<file path="config.mk">
export PLATFORM = sky130hd
export DESIGN_NAME = paddle_move_sched
export DESIGN_NICKNAME = d
export VERILOG_FILES = /design/src/rtl/paddle_pkg.sv /design/src/rtl/dir_fifo.sv /design/src/rtl/paddle_move_sched.sv
export SDC_FILE = /design/constraint.sdc
export NUM_CORES = 1
export LEC_CHECK = 0
export ABC_AREA = 1
export CAP_MARGIN = 20
export CORE_MARGIN = 4
export CORE_UTILIZATION = 30
export CTS_CLUSTER_DIAMETER = 100
export CTS_CLUSTER_SIZE = 10
export DETAILED_ROUTE_END_ITERATION = 6
export PLACE_DENSITY_LB_ADDON = 0.08
export REMOVE_ABC_BUFFERS = 1
export SLEW_MARGIN = 30
export SYNTH_ARGS = -nofsm -noshare
export SYNTH_HDL_FRONTEND = slang
export SYNTH_SLANG_ARGS = --single-unit
</file>
<file path="constraint.sdc">
create_clock -name clock -period 2.45 [get_ports clock]
set_input_delay 0.735 -clock clock [delete_from_list [all_inputs] [get_ports clock]]
set_output_delay 0.735 -clock clock [all_outputs]
set_load 0.02 [all_outputs]
</file>
<file path="src/rtl/paddle_pkg.sv">
// Shared game package: button FSM encoding, scheduler default constants and
// the saturating speed-ramp helper.
package paddle_pkg;

  typedef enum logic [1:0] {
    BTN_IDLE   = 2'd0,
    BTN_DELAY  = 2'd1,
    BTN_REPEAT = 2'd2
  } btn_state_e;

  localparam int unsigned FIFO_DEPTH_DEF = 4;
  localparam int unsigned RPT_DELAY_DEF  = 15;
  localparam int unsigned RPT_RATE_DEF   = 4;
  localparam logic [4:0]  SPD_MIN_DEF    = 5'd2;
  localparam logic [4:0]  SPD_STEP_DEF   = 5'd2;
  localparam logic [4:0]  SPD_MAX_DEF    = 5'd16;

  // Repeat counter width; covers delay/rate values up to 255 frame ticks.
  localparam int unsigned RPT_CNT_W      = 8;
  // Frame ticks without a move after which the speed ramp is abandoned.
  localparam int unsigned SPD_IDLE_TICKS = 2;

  // Sum is formed one bit wider than the operands so the saturation compare
  // sees the true value instead of a wrapped one.
  function automatic logic [4:0] spd_next(input logic [4:0] cur,
                                          input logic [4:0] step,
                                          input logic [4:0] max);
    logic [5:0] sum;
    sum = {1'b0, cur} + {1'b0, step};
    if (sum > {1'b0, max}) return max;
    return sum[4:0];
  endfunction

endpackage

</file>
<file path="src/rtl/dir_fifo.sv">
// Small direction FIFO (1-bit entries) for queued rotary steps; a write on a
// full FIFO is accepted only when a read frees a slot in the same cycle.
module dir_fifo #(
  parameter int unsigned DEPTH = 4
) (
  input  logic clock,
  input  logic reset,
  input  logic flush,
  input  logic wr_en,
  input  logic wr_data,
  input  logic rd_en,
  output logic rd_data,
  output logic full,
  output logic empty,
  output logic wr_drop
);

  localparam int unsigned AW = $clog2(DEPTH);

  logic [AW:0]      wr_ptr_q, wr_ptr_d;
  logic [AW:0]      rd_ptr_q, rd_ptr_d;
  logic [DEPTH-1:0] mem_q, mem_d;
  logic             rd_ok;
  logic             wr_ok;

  // Extra pointer MSB distinguishes full from empty when the indices match.
  assign empty   = (wr_ptr_q == rd_ptr_q);
  assign full    = (wr_ptr_q[AW] != rd_ptr_q[AW]) &&
                   (wr_ptr_q[AW-1:0] == rd_ptr_q[AW-1:0]);
  assign rd_data = mem_q[rd_ptr_q[AW-1:0]];
  assign rd_ok   = rd_en && !empty;
  assign wr_ok   = wr_en && (!full || rd_ok);
  assign wr_drop = wr_en && full && !rd_ok;

  always_comb begin
    wr_ptr_d = wr_ptr_q;
    rd_ptr_d = rd_ptr_q;
    mem_d    = mem_q;
    if (flush) begin
      wr_ptr_d = '0;
      rd_ptr_d = '0;
    end else begin
      if (wr_ok) begin
        mem_d[wr_ptr_q[AW-1:0]] = wr_data;
        wr_ptr_d = wr_ptr_q + (AW+1)'(1);
      end
      if (rd_ok) rd_ptr_d = rd_ptr_q + (AW+1)'(1);
    end
  end

  always_ff @(posedge clock) begin
    if (reset) begin
      wr_ptr_q <= '0;
      rd_ptr_q <= '0;
      mem_q    <= '0;
    end else begin
      wr_ptr_q <= wr_ptr_d;
      rd_ptr_q <= rd_ptr_d;
      mem_q    <= mem_d;
    end
  end

endmodule

</file>
<file path="src/rtl/paddle_move_sched.sv">
// Paddle move scheduler: merges queued rotary steps and button auto-repeat
// into single-cycle move commands with a direction-dependent speed ramp.
//
// state      | meaning
// BTN_IDLE   | no button held, waiting for a press on a frame tick
// BTN_DELAY  | first move issued, counting down to auto-repeat
// BTN_REPEAT | auto-repeating, one move every RPT_RATE ticks
module paddle_move_sched
  import paddle_pkg::*;
#(
  parameter int unsigned FIFO_DEPTH = FIFO_DEPTH_DEF,
  parameter int unsigned RPT_DELAY  = RPT_DELAY_DEF,
  parameter int unsigned RPT_RATE   = RPT_RATE_DEF,
  parameter logic [4:0]  SPD_MIN    = SPD_MIN_DEF,
  parameter logic [4:0]  SPD_STEP   = SPD_STEP_DEF,
  parameter logic [4:0]  SPD_MAX    = SPD_MAX_DEF
) (
  input  logic       clock,
  input  logic       reset,
  input  logic       play,
  input  logic       frame_tick,
  input  logic       rotary_event,
  input  logic       rotary_right,
  input  logic       btn_left,
  input  logic       btn_right,
  output logic       move_event,
  output logic       move_right,
  output logic [4:0] speed,
  output logic       enable,
  output logic       overflow
);

  btn_state_e           state_q, state_d;
  logic [RPT_CNT_W-1:0] cnt_q, cnt_d, cnt_dec;
  logic                 held_q, held_d;
  logic                 pend_q, pend_d;
  logic                 pend_dir_q, pend_dir_d;
  logic                 rr_fifo_q, rr_fifo_d;
  logic                 move_event_q, move_event_d;
  logic                 move_right_q, move_right_d;
  logic [4:0]           speed_q, speed_d;
  logic                 prev_valid_q, prev_valid_d;
  logic [1:0]           idle_ticks_q, idle_ticks_d;
  logic                 enable_q, enable_d;
  logic                 overflow_q, overflow_d;

  logic pressed;
  logic btn_req;
  logic fifo_rd_data;
  logic fifo_full;
  logic fifo_empty;
  logic fifo_drop;
  logic gnt_btn;
  logic gnt_fifo;
  logic grant;
  logic grant_dir;

  // Exactly one button down counts as a press; both or none is a release.
  assign pressed = btn_left ^ btn_right;

  dir_fifo #(
    .DEPTH (FIFO_DEPTH)
  ) u_fifo (
    .clock   (clock),
    .reset   (reset),
    .flush   (!play),
    .wr_en   (play && rotary_event),
    .wr_data (rotary_right),
    .rd_en   (gnt_fifo),
    .rd_data (fifo_rd_data),
    .full    (fifo_full),
    .empty   (fifo_empty),
    .wr_drop (fifo_drop)
  );

  always_comb begin
    state_d = state_q;
    cnt_d   = cnt_q;
    held_d  = held_q;
    btn_req = 1'b0;
    cnt_dec = cnt_q - RPT_CNT_W'(1);
    if (!play) begin
      state_d = BTN_IDLE;
      cnt_d   = '0;
    end else if (frame_tick) begin
      case (state_q)
        BTN_IDLE: begin
          if (pressed) begin
            btn_req = 1'b1;
            held_d  = btn_right;
            cnt_d   = RPT_CNT_W'(RPT_DELAY);
            state_d = BTN_DELAY;
          end
        end
        BTN_DELAY, BTN_REPEAT: begin
          // Swapping buttons restarts from IDLE so the new side gets a fresh delay.
          if (!pressed || (btn_right != held_q)) begin
            state_d = BTN_IDLE;
            cnt_d   = '0;
          end else if (cnt_dec == '0) begin
            btn_req = 1'b1;
            cnt_d   = RPT_CNT_W'(RPT_RATE);
            state_d = BTN_REPEAT;
          end else begin
            cnt_d = cnt_dec;
          end
        end
        default: begin
          state_d = BTN_IDLE;
          cnt_d   = '0;
        end
      endcase
    end
  end

  // Round-robin between the button request and the rotary queue.
  always_comb begin
    gnt_btn   = play && pend_q && (!rr_fifo_q || fifo_empty);
    gnt_fifo  = play && !fifo_empty && !gnt_btn;
    grant     = gnt_btn || gnt_fifo;
    grant_dir = gnt_btn ? pend_dir_q : fifo_rd_data;

    pend_d     = pend_q;
    pend_dir_d = pend_dir_q;
    rr_fifo_d  = rr_fifo_q;
    if (!play) begin
      pend_d    = 1'b0;
      rr_fifo_d = 1'b0;
    end else begin
      if (gnt_btn)  rr_fifo_d = 1'b1;
      if (gnt_fifo) rr_fifo_d = 1'b0;
      if (btn_req) begin
        pend_d     = 1'b1;
        pend_dir_d = btn_right;
      end else if (gnt_btn) begin
        pend_d = 1'b0;
      end
    end
  end

  always_comb begin
    move_event_d = 1'b0;
    move_right_d = move_right_q;
    speed_d      = speed_q;
    prev_valid_d = prev_valid_q;
    idle_ticks_d = idle_ticks_q;
    enable_d     = play;
    overflow_d   = overflow_q || fifo_drop;
    if (!play) begin
      speed_d      = SPD_MIN;
      prev_valid_d = 1'b0;
      idle_ticks_d = '0;
    end else if (grant) begin
      move_event_d = 1'b1;
      move_right_d = grant_dir;
      prev_valid_d = 1'b1;
      idle_ticks_d = '0;
      if (prev_valid_q && (grant_dir == move_right_q))
        speed_d = spd_next(speed_q, SPD_STEP, SPD_MAX);
      else
        speed_d = SPD_MIN;
    end else if (frame_tick && prev_valid_q) begin
      if (idle_ticks_q == 2'(SPD_IDLE_TICKS - 1)) begin
        prev_valid_d = 1'b0;
        idle_ticks_d = '0;
        speed_d      = SPD_MIN;
      end else begin
        idle_ticks_d = idle_ticks_q + 2'd1;
      end
    end
  end

  always_ff @(posedge clock) begin
    if (reset) begin
      state_q      <= BTN_IDLE;
      cnt_q        <= '0;
      held_q       <= 1'b0;
      pend_q       <= 1'b0;
      pend_dir_q   <= 1'b0;
      rr_fifo_q    <= 1'b0;
      move_event_q <= 1'b0;
      move_right_q <= 1'b0;
      speed_q      <= SPD_MIN;
      prev_valid_q <= 1'b0;
      idle_ticks_q <= '0;
      enable_q     <= 1'b0;
      overflow_q   <= 1'b0;
    end else begin
      state_q      <= state_d;
      cnt_q        <= cnt_d;
      held_q       <= held_d;
      pend_q       <= pend_d;
      pend_dir_q   <= pend_dir_d;
      rr_fifo_q    <= rr_fifo_d;
      move_event_q <= move_event_d;
      move_right_q <= move_right_d;
      speed_q      <= speed_d;
      prev_valid_q <= prev_valid_d;
      idle_ticks_q <= idle_ticks_d;
      enable_q     <= enable_d;
      overflow_q   <= overflow_d;
    end
  end

  assign move_event = move_event_q;
  assign move_right = move_right_q;
  assign speed      = speed_q;
  assign enable     = enable_q;
  assign overflow   = overflow_q;

endmodule

</file>
* Yosys cells after proc, flatten, opt, wreduce, memory -nomap -nowiden
Cells that the tools add are included.
** Operators by class
- $mul :: 0
- Eq/ne operators :: 10
- Reductions and logical operators :: 40
- Muxes and demuxes :: 37
- Order comparisons :: 4
- Shift operators :: 0
- Bitwise logic cells :: 2
- Div/mod/pow operators :: 0
- Add/sub/neg operators :: 5
** Operators with widths (number)
- $mux W5 :: 6
- $mux W8 :: 3
- $mux W1 :: 18
- $pmux W8 S2 :: 1
- $logic_and A1 B1 Y1 :: 13
- $reduce_and A2 Y1 :: 5
- $logic_not A8 Y1 :: 1
- $mux W2 :: 4
- $sub A8 B1 Y8 const B :: 1
- $add A3 B1 Y3 const B :: 2
- $add A5 B2 Y6 const B :: 1
- $gt A6 B5 Y1 const B :: 1
- $logic_not A1 Y1 :: 6
- $lt A2 B3 Y1 const B :: 2
- $reduce_bool A2 Y1 :: 3
- $reduce_or A3 Y1 :: 2
- $logic_or A1 B1 Y1 :: 5
- $bwmux W4 :: 1
- $eq A2 B1 Y1 const B :: 2
- $pmux W2 S2 :: 1
- $reduce_and A4 Y1 :: 1
- $reduce_or A2 Y1 :: 2
- $eq A3 B3 Y1 :: 1
- $ne A3 B3 Y1 const B :: 1
- other kinds (14) :: 15
** Word-level totals
- Input port bits :: 8
- Bits in read-only memories :: 0
- Bits in latches :: 0
- Register bits after elaboration :: 36
- Memories :: 0
- Logic and storage cells :: 114
- RAM bits :: 0
- Output and inout bits :: 9

* Logic depth before layout (Yosys ltp)
Gate-level depths: netlist of the first run.
- Depth in word-level cells :: 12
- Gate-level depth with buffers :: 13
- Gate-level depth less buffers :: 13

* Cells and area by module
From an unflattened synthesis of the first run, not the netlist that was laid out.
** Second synthesis, totals
- Cells, all modules :: 288
- Area total of the unflattened synthesis :: 2054.5 µm²
** Modules (own cells, without submodules)
- paddle_move_sched :: area an instance 1422.6 µm², seq. area each 500.5 µm², instances 1, cells each 200
- dir_fifo :: area an instance 631.9 µm², seq. area each 200.2 µm², instances 1, cells each 88

* Worst setup path after synthesis of the first run
Ideal clock, no wire load.
- Path type :: input to register
- From :: input play
- To :: register speed_q[1] (netlist: speed[1])
- Data arrival time :: 1486 ps
- Data required time :: 2335 ps
- Slack :: 849 ps
- Buffers on the path :: 0
- Cell stages on the path :: 9
- Cells stage by stage :: nand2_1 > inv_1 > nand2_2 > nand2_1 > nand3_1 > nand2_1 > nand3_1 > nand2_1 > nand2_1
** On the way
- Longest elaborated chain between the ends :: 7
** Ends and longest elaborated chain
- start: declaration :: RTL line paddle_move_sched.sv:20 : input logic play,
- $logic_and A1 B1 Y1 (2 in series) :: RTL line paddle_move_sched.sv:118 : gnt_btn = play && pend_q && (!rr_fifo_q || fifo_empty);
- $mux W1 / $logic_not A1 Y1 (equally long branches) :: RTL line paddle_move_sched.sv:121, paddle_move_sched.sv:119
- $eq A1 B1 Y1 / $logic_and A1 B1 Y1 (equally long branches) :: RTL line paddle_move_sched.sv:158, paddle_move_sched.sv:119
- $logic_and A1 B1 Y1 / $logic_or A1 B1 Y1 (equally long branches) :: RTL line paddle_move_sched.sv:158, paddle_move_sched.sv:120
- $mux W5 / $reduce_bool A2 Y1 (equally long branches)
- $mux W5 / $reduce_and A2 Y1 (equally long branches)
- end signal: assignment :: RTL line paddle_move_sched.sv:197 : speed_q <= speed_d;
- end: declaration :: RTL line paddle_move_sched.sv:41 : logic [4:0] speed_q, speed_d;
Several ways; a longest one is shown, not always the timed one.
A chain may end at the register's enable or synchronous reset.

* Worst setup path after layout of the first run
- From :: register speed_q[3] (netlist: speed[3])
- To :: output speed[3]
** RTL lines
- end: declaration :: RTL line paddle_move_sched.sv:28 : output logic [4:0] speed,
No word-level cell between the ends.

==> qor.yml, run 1 <==
timing:
  slew_headroom_pct: 63.3
  fin_crit_ps: 2080
  tightest_slew_ps: 550
  rsz0062_at_grt: "false"
  hold_viol: 0
  period_share_pct: 84.8
  final-max-slew-violation-count: 0
  tns_ps: 0
  fmax_ghz: 0.481
  fin_worst_skew_ps: 2.90
  setup_viol: 0
finish:
  drive_above_1_share_pct: 11.9
  diodes: 0
  layout_common_cells: "nand2_1, inv_1, dfxtp_1"
  syn_to_final_growth_pct: 17.0
  fin_cells: 389
  stdcell_area_um2: 2340
  nets: 330
  final_common_cell: "nand2_1"
clocking:
  post_cts_buffers: 0
  hold_buffers: 0
  clockBufferDepth: 2
  path_clk_slew_ps: 70
  insertion_delay_ps: 280
  cts_buffers: 5
  cts_resized: 0
  clock_tree.root_cell: "clkbuf_8"
  cts-htree-levels: 2
  cts_tree: "built"
  cts.sinks: 35
floorplanning:
  start_util_pct: 31.1
  die_y_um: 89.6
  die-area_um2: 8030
  fp-row-count: 29
  dieWidth_um: 89.6
  io_pins: 17
  core_um2: 6420
global_route:
  grtUsageTotal_pct: 12.2
  grt_max_degree: 16
  overflow: 0
  grt_pass1_wl_um: 7530
  antenna_found_initial: 0
  grt_pass1_vias: 1651
logic_synthesis:
  avgSynthCellArea_um2: 6.89
  yosys_register_bits: 35
  seq_area_frac_synth_pct: 35.1
  ys_warn_count: 0
  netlist_area_um2: 2000
  ys_types: 33
  yosys.area.top_type: "dfxtp_1"
  synthCells: 290
  synth_top_area_share_pct: 35.1
  yosys-top-cells-area: "dfxtp_1, nand2_1, inv_1"
  async_flop_share_pct: 0
  ys.flop_type: "dfxtp_1"
  synth_edf_count: 0
power_and_ir_drop:
  switchingPower_mw: 0.336
  leakage_nw: 0.977
  ir_drop_mv: 0.181
  internal_power_mw: 0.866
  sw_frac_of_total_pct: 27.9
  power_frac_seq_pct: 49.5
  pwr-share-clk_pct: 36.4
  cellPowerDensity_nw_per_um2: 514
  comb_power_share_pct: 14.1
setup_path:
  path_depth: 1
  cpLargestDelayFamily: "buffers and inverters"
  crit_path_end_kind: "primary output"
  required_ps: 1710
  criticalPathCategory: "reg -> out"
  ff2ff_path_depth: 11
  crit_arrival_ps: 1340
  path_buf_inv: 1
  critPathSlowestCell: "clkdlybuf4s50_1"
  path_cells: "clkdlybuf4s50_1"
  crit_fanout: 5
  start_kind: "register"
  crit_path_max_incr_delay_ps: 640
placement:
  dp.cells: 382
  place_area_um2: 2250
  portBuffers: 15
  globalplace.congestion: 0.753
  dp_hpwl_um: 3300
drt:
  drt_iter0_drc: 70
  antenna_left: 0
  drc: 0
  wl_um: 4360
  dr.pass1.iters: 4
  vias: 1764
  viasPerCell: 4.53
  wl_per_cell_um: 11.2
min_path:
  whs_path_depth: 2
  hp-class: "reg -> reg"
flow_run:
  maxCapViolCount: 0
outcome:
  outcome: "finished, final reports clean"
[cell usage after synthesis, drive strengths merged, types with 3 or more instances]
master,number
o21ai,9
nand4,4
inv,41
nand3,26
nor2,31
o211ai,4
ha,10
buf,3
a31oi,4
nand2,86
a21oi,26
dfxtp,35
[stage by stage]
stage / worst slack [ps] / hold WS [ps] / utilization (%) / power (mW)
final: 373 / 458 / 36.4 / 1.20
after global routing: 232 / 498 / 36.4 / 1.26
after CTS: 368 / 458 / 36.4 / 1.22
after detailed placement: 137 / 448 / 35.0 / 0.780
after global placement: 124 / 449 / 35.0 / 0.782
after floorplan: 806 / 430 / - / 0.725
[worst paths after layout]
path | start | endpoint | slack (ps)
setup / recovery | speed[3]$_SDFFE_PP0P_ | speed[3] | 370
hold / removal | idle_ticks_q[0]$_SDFFE_PP0P_ | idle_ticks_q[0]$_SDFFE_PP0P_ | 460
setup reg to reg | cnt_q[0]$_SDFFE_PP0P_ | state_q[1]$_SDFFE_PP0P_ | 750
hold reg to reg | idle_ticks_q[0]$_SDFFE_PP0P_ | idle_ticks_q[0]$_SDFFE_PP0P_ | 460
[routing by layer]
layer / vias up / part of all wire, % / GRT usage, % / wire length, µm
li1: 966 / - / - / -
met5: - / 0 / 0 / 0
met3: 6 / 4.0 / 3.19 / 174
met1: 770 / 55 / 16.6 / 2380
met2: 22 / 40 / 18.8 / 1740
met4: 0 / 1.4 / 3.65 / 62
[area by class of cell]
cell class / instances / area (µm²)
fillers: 696 / 4090
multi-input cells: 210 / 1120
flip-flops and latches: 35 / 701
repair buffers: 18 / 173
inverters: 42 / 163
well taps: 77 / 96.3
clock buffers: 6 / 82.6
clock inverters: 1 / 5.00
[power by group through the flow]
stage	Clock (mW)	Combinational, mW	Sequential [mW]
floorplan	0	0.116	0.609
global placement	0	0.173	0.609
detailed placement	0	0.172	0.609
CTS	0.456	0.172	0.595
global route	0.471	0.196	0.597
finish	0.437	0.170	0.595
[state kept, by name, summed over array words and instances, names as in the netlist, 2 cells and up]
name	flops
idle_ticks_q	2
u_fifo.mem_q	4
speed	4
state_q	2
cnt_q	8
u_fifo.wr_ptr_q	3
u_fifo.rd_ptr_q	3
[logic make-up after synthesis]
| family | after synthesis | synth area share [%] |
|---|---|---|
| and+or+nand+nor | 153 | 35.9 |
| buffers and inverters | 45 | 8.96 |
| AOI/OAI and AO/OA | 43 | 12.3 |
| DFF | 35 | 35.1 |
| adders and majority gates | 10 | 6.27 |
| xor gates and xnor gates | 3 | 1.32 |
| other | 1 | 0.188 |
No activity file was read; power rests on OpenSTA's default activity.
==> run 2: changes to the inputs <==
Clock period 2.45 ns to 1.8 ns, I/O delays scaled along.
==> qor.yml, run 2 (synthesis gave the netlist of run 1 again) <==
setup_path:
  crit_path_max_incr_delay_ps: 590  # -50 ps
  cp-startpoint: "enable$_SDFF_PP0_"
  crit_path_end_kind: "primary output"
  crit_arrival_ps: 1180  # -160 ps
  critPathSlowestCell: "clkdlybuf4s50_1"
  path_cells: "clkdlybuf4s50_1"
  reg2reg_from: "cnt_q[1]$_SDFFE_PP0P_"
  cpLargestDelayFamily: "buffers and inverters"
  reg2reg_to: "pend_dir_q$_SDFFE_PP0P_"
  ff2ff_path_depth: 11  # unchanged
  required_ps: 1260  # -450 ps
  criticalPathCategory: "reg -> out"
  start_kind: "register"
  path_buf_inv: 1  # unchanged
  ff2ff_setup_slack_ps: 180  # -570 ps
  crit_fanout: 1  # -4
timing:
  hold_viol: 0  # unchanged
  final-max-slew-violation-count: 0  # unchanged
  fmax_ghz: 0.581
  fin_hold_ws_ps: 455  # -2.93 ps
  fin_worst_skew_ps: 7.73  # +4.82 ps
  layout_setup_ws_ps: 80.0  # -293 ps
  tns_ps: 0  # unchanged
  period_share_pct: 95.6
  setup_viol: 0  # unchanged
  fin_crit_ps: 1720
finish:
  final_common_cell: "nand2_1"
  regMostFlops: "cnt_q"
  layout_common_cells: "nand2_1, dfxtp_1, inv_1"
  drive_above_1_share_pct: 18.8  # +6.9 points
  fill_cells: 696  # unchanged
  syn_to_final_growth_pct: 27.2
  nets: 347  # +5.2%
  largest_reg_flops: 8  # unchanged
  diodes: 0  # unchanged
power_and_ir_drop:
  power_frac_seq_pct: 44.6  # -4.9 points
  switchingPower_mw: 0.464  # +38%
  cellPowerDensity_nw_per_um2: 715  # +39%
  ir_drop_mv: 0.253  # +40%
  sw_frac_of_total_pct: 25.6  # -2.4 points
  comb_power_share_pct: 14.7  # +0.6 points
  leakage_nw: 1.15  # +18%
  pwr-share-clk_pct: 40.8  # +4.4 points
  internal_power_mw: 1.35  # +56%
drt:
  drc: 0  # unchanged
  dr.pass1.iters: 4  # unchanged
  wl_um: 4460  # +2.2%
  viasPerCell: 4.48  # -1.2%
  antenna_left: 0  # unchanged
  top_layer: "met4"
  drt_iter0_drc: 63  # -10%
  wl_met2_um: 1880  # +8.3%
  vias: 1823  # +3.3%
  wl_met3_um: 155  # -11%
  wl_per_cell_um: 11.0  # -2.3%
  m1WireLength_um: 2390  # +0.17%
global_route:
  overflow: 0  # unchanged
  antenna_found_initial: 0  # unchanged
  grt_pass1_vias: 1644  # -0.42%
  grtUsageTotal_pct: 12.0  # -0.11 points
  grt_max_degree: 15  # -1
  grt_pass1_wl_um: 7450  # -1.1%
floorplanning:
  core_um2: 6420  # unchanged
  io_pins: 17  # unchanged
  die-area_um2: 8030  # unchanged
  fp-row-count: 29  # unchanged
  dieWidth_um: 89.6  # unchanged
  start_util_pct: 31.1  # unchanged
  die_y_um: 89.6  # unchanged
clocking:
  cts_tree: "built"
  cts-htree-levels: 2  # unchanged
  cts_buffers: 5  # unchanged
  cts.sinks: 35  # unchanged
  clockBufferDepth: 2  # unchanged
  clock_tree.root_cell: "clkbuf_8"
  path_clk_slew_ps: 70  # about the same
  insertion_delay_ps: 280  # about the same
  hold_buffers: 0  # unchanged
placement:
  dp_hpwl_um: 3460  # +4.9%
  globalplace.congestion: 0.751  # -0.27%
  dp_slack_ps: -202  # -339 ps
  portBuffers: 15  # unchanged
min_path:
  whs_path_depth: 2  # unchanged
  hold_end: "idle_ticks_q[0]$_SDFFE_PP0P_"
  holdCritStartpoint: "idle_ticks_q[0]$_SDFFE_PP0P_"
  hp-class: "reg -> reg"
outcome:
  outcome: "finished, final reports clean"
flow_run:
  maxCapViolCount: 0  # unchanged
[run 2: changes by cell type in the layout (fill, tap and decap cells not counted)]
cell and delta:
buf_4 +16, clkdlybuf4s50_1 -9, dlymetal6s2s_1 +5, dlygate4sd2_1 +4
nand2_1 -3, nand2_2 +3, inv_1 -2, inv_2 +2
buf_12 +1, bufinv_16 +1, ha_1 -1, ha_4 +1
nand3_1 -1, nand3_2 +1
[run 2: metal layers]
layer	global-route usage, %	vias up
met3	2.46	2
met1	16.8	789
li1	-	1006
met5	0	-
met2	18.5	26
met4	4.06	0
[run 2: worst max path at each step]
stage / to / cells past startpoint / slack [ps]
floorplan: state_q[0]$_SDFFE_PP0P_ / 11 / 310
CTS: speed[4] / 1 / 2
finish: enable / 1 / 80
global route: pend_dir_q$_SDFFE_PP0P_ / 11 / -2
detailed placement: cnt_q[3]$_SDFFE_PP0P_ / 9 / -200
global placement: speed[1]$_SDFFE_PP1P_ / 10 / -190
[run 2: timing repair]
item	CTS	global route
gates cloned	0	0
pin swaps	0	5
buffers inserted	0	1
setup endpoints to repair	4	14
gates resized for setup	4	13
[run 2: cell type report]
class | instances | area, µm² | share of cell area [%]
clock buffers | 6 | 82.6 | 3.25
multi-input cells | 210 | 1140 | 45.0
clock inverters | 2 | 35.0 | 1.38
flip-flops and latches | 35 | 701 | 27.6
repair buffers | 35 | 320 | 12.6
inverters | 42 | 163 | 6.40
well taps | 77 | 96.3 | 3.79
[run 2: power by group through the flow]
stage | Clock, mW | Sequential (mW) | Combinational, mW
floorplan | 0 | 0.828 | 0.158
global placement | 0 | 0.828 | 0.263
detailed placement | 0 | 0.828 | 0.261
CTS | 0.771 | 0.809 | 0.261
global route | 0.797 | 0.812 | 0.301
finish | 0.740 | 0.809 | 0.266
[run 2: through the flow]
stage          power [mW]  util, %  instances  instance area, µm²
3_5_place_dp         1.09     37.1        398                2380
6_report             1.82     39.5        407                2540
3_3_place_gp         1.09     37.1        398                2380
5_1_grt              1.91     39.5        407                2540
2_1_floorplan       0.986        -        287                1980
4_1_cts              1.84     38.8        406                2490
==> run 3: changes to the inputs <==
Settings changed: SLEW_MARGIN 30 to 20.
==> results of run 3 <==
Same layout as run 2: the final DEF is identical, and so are final timing and power.
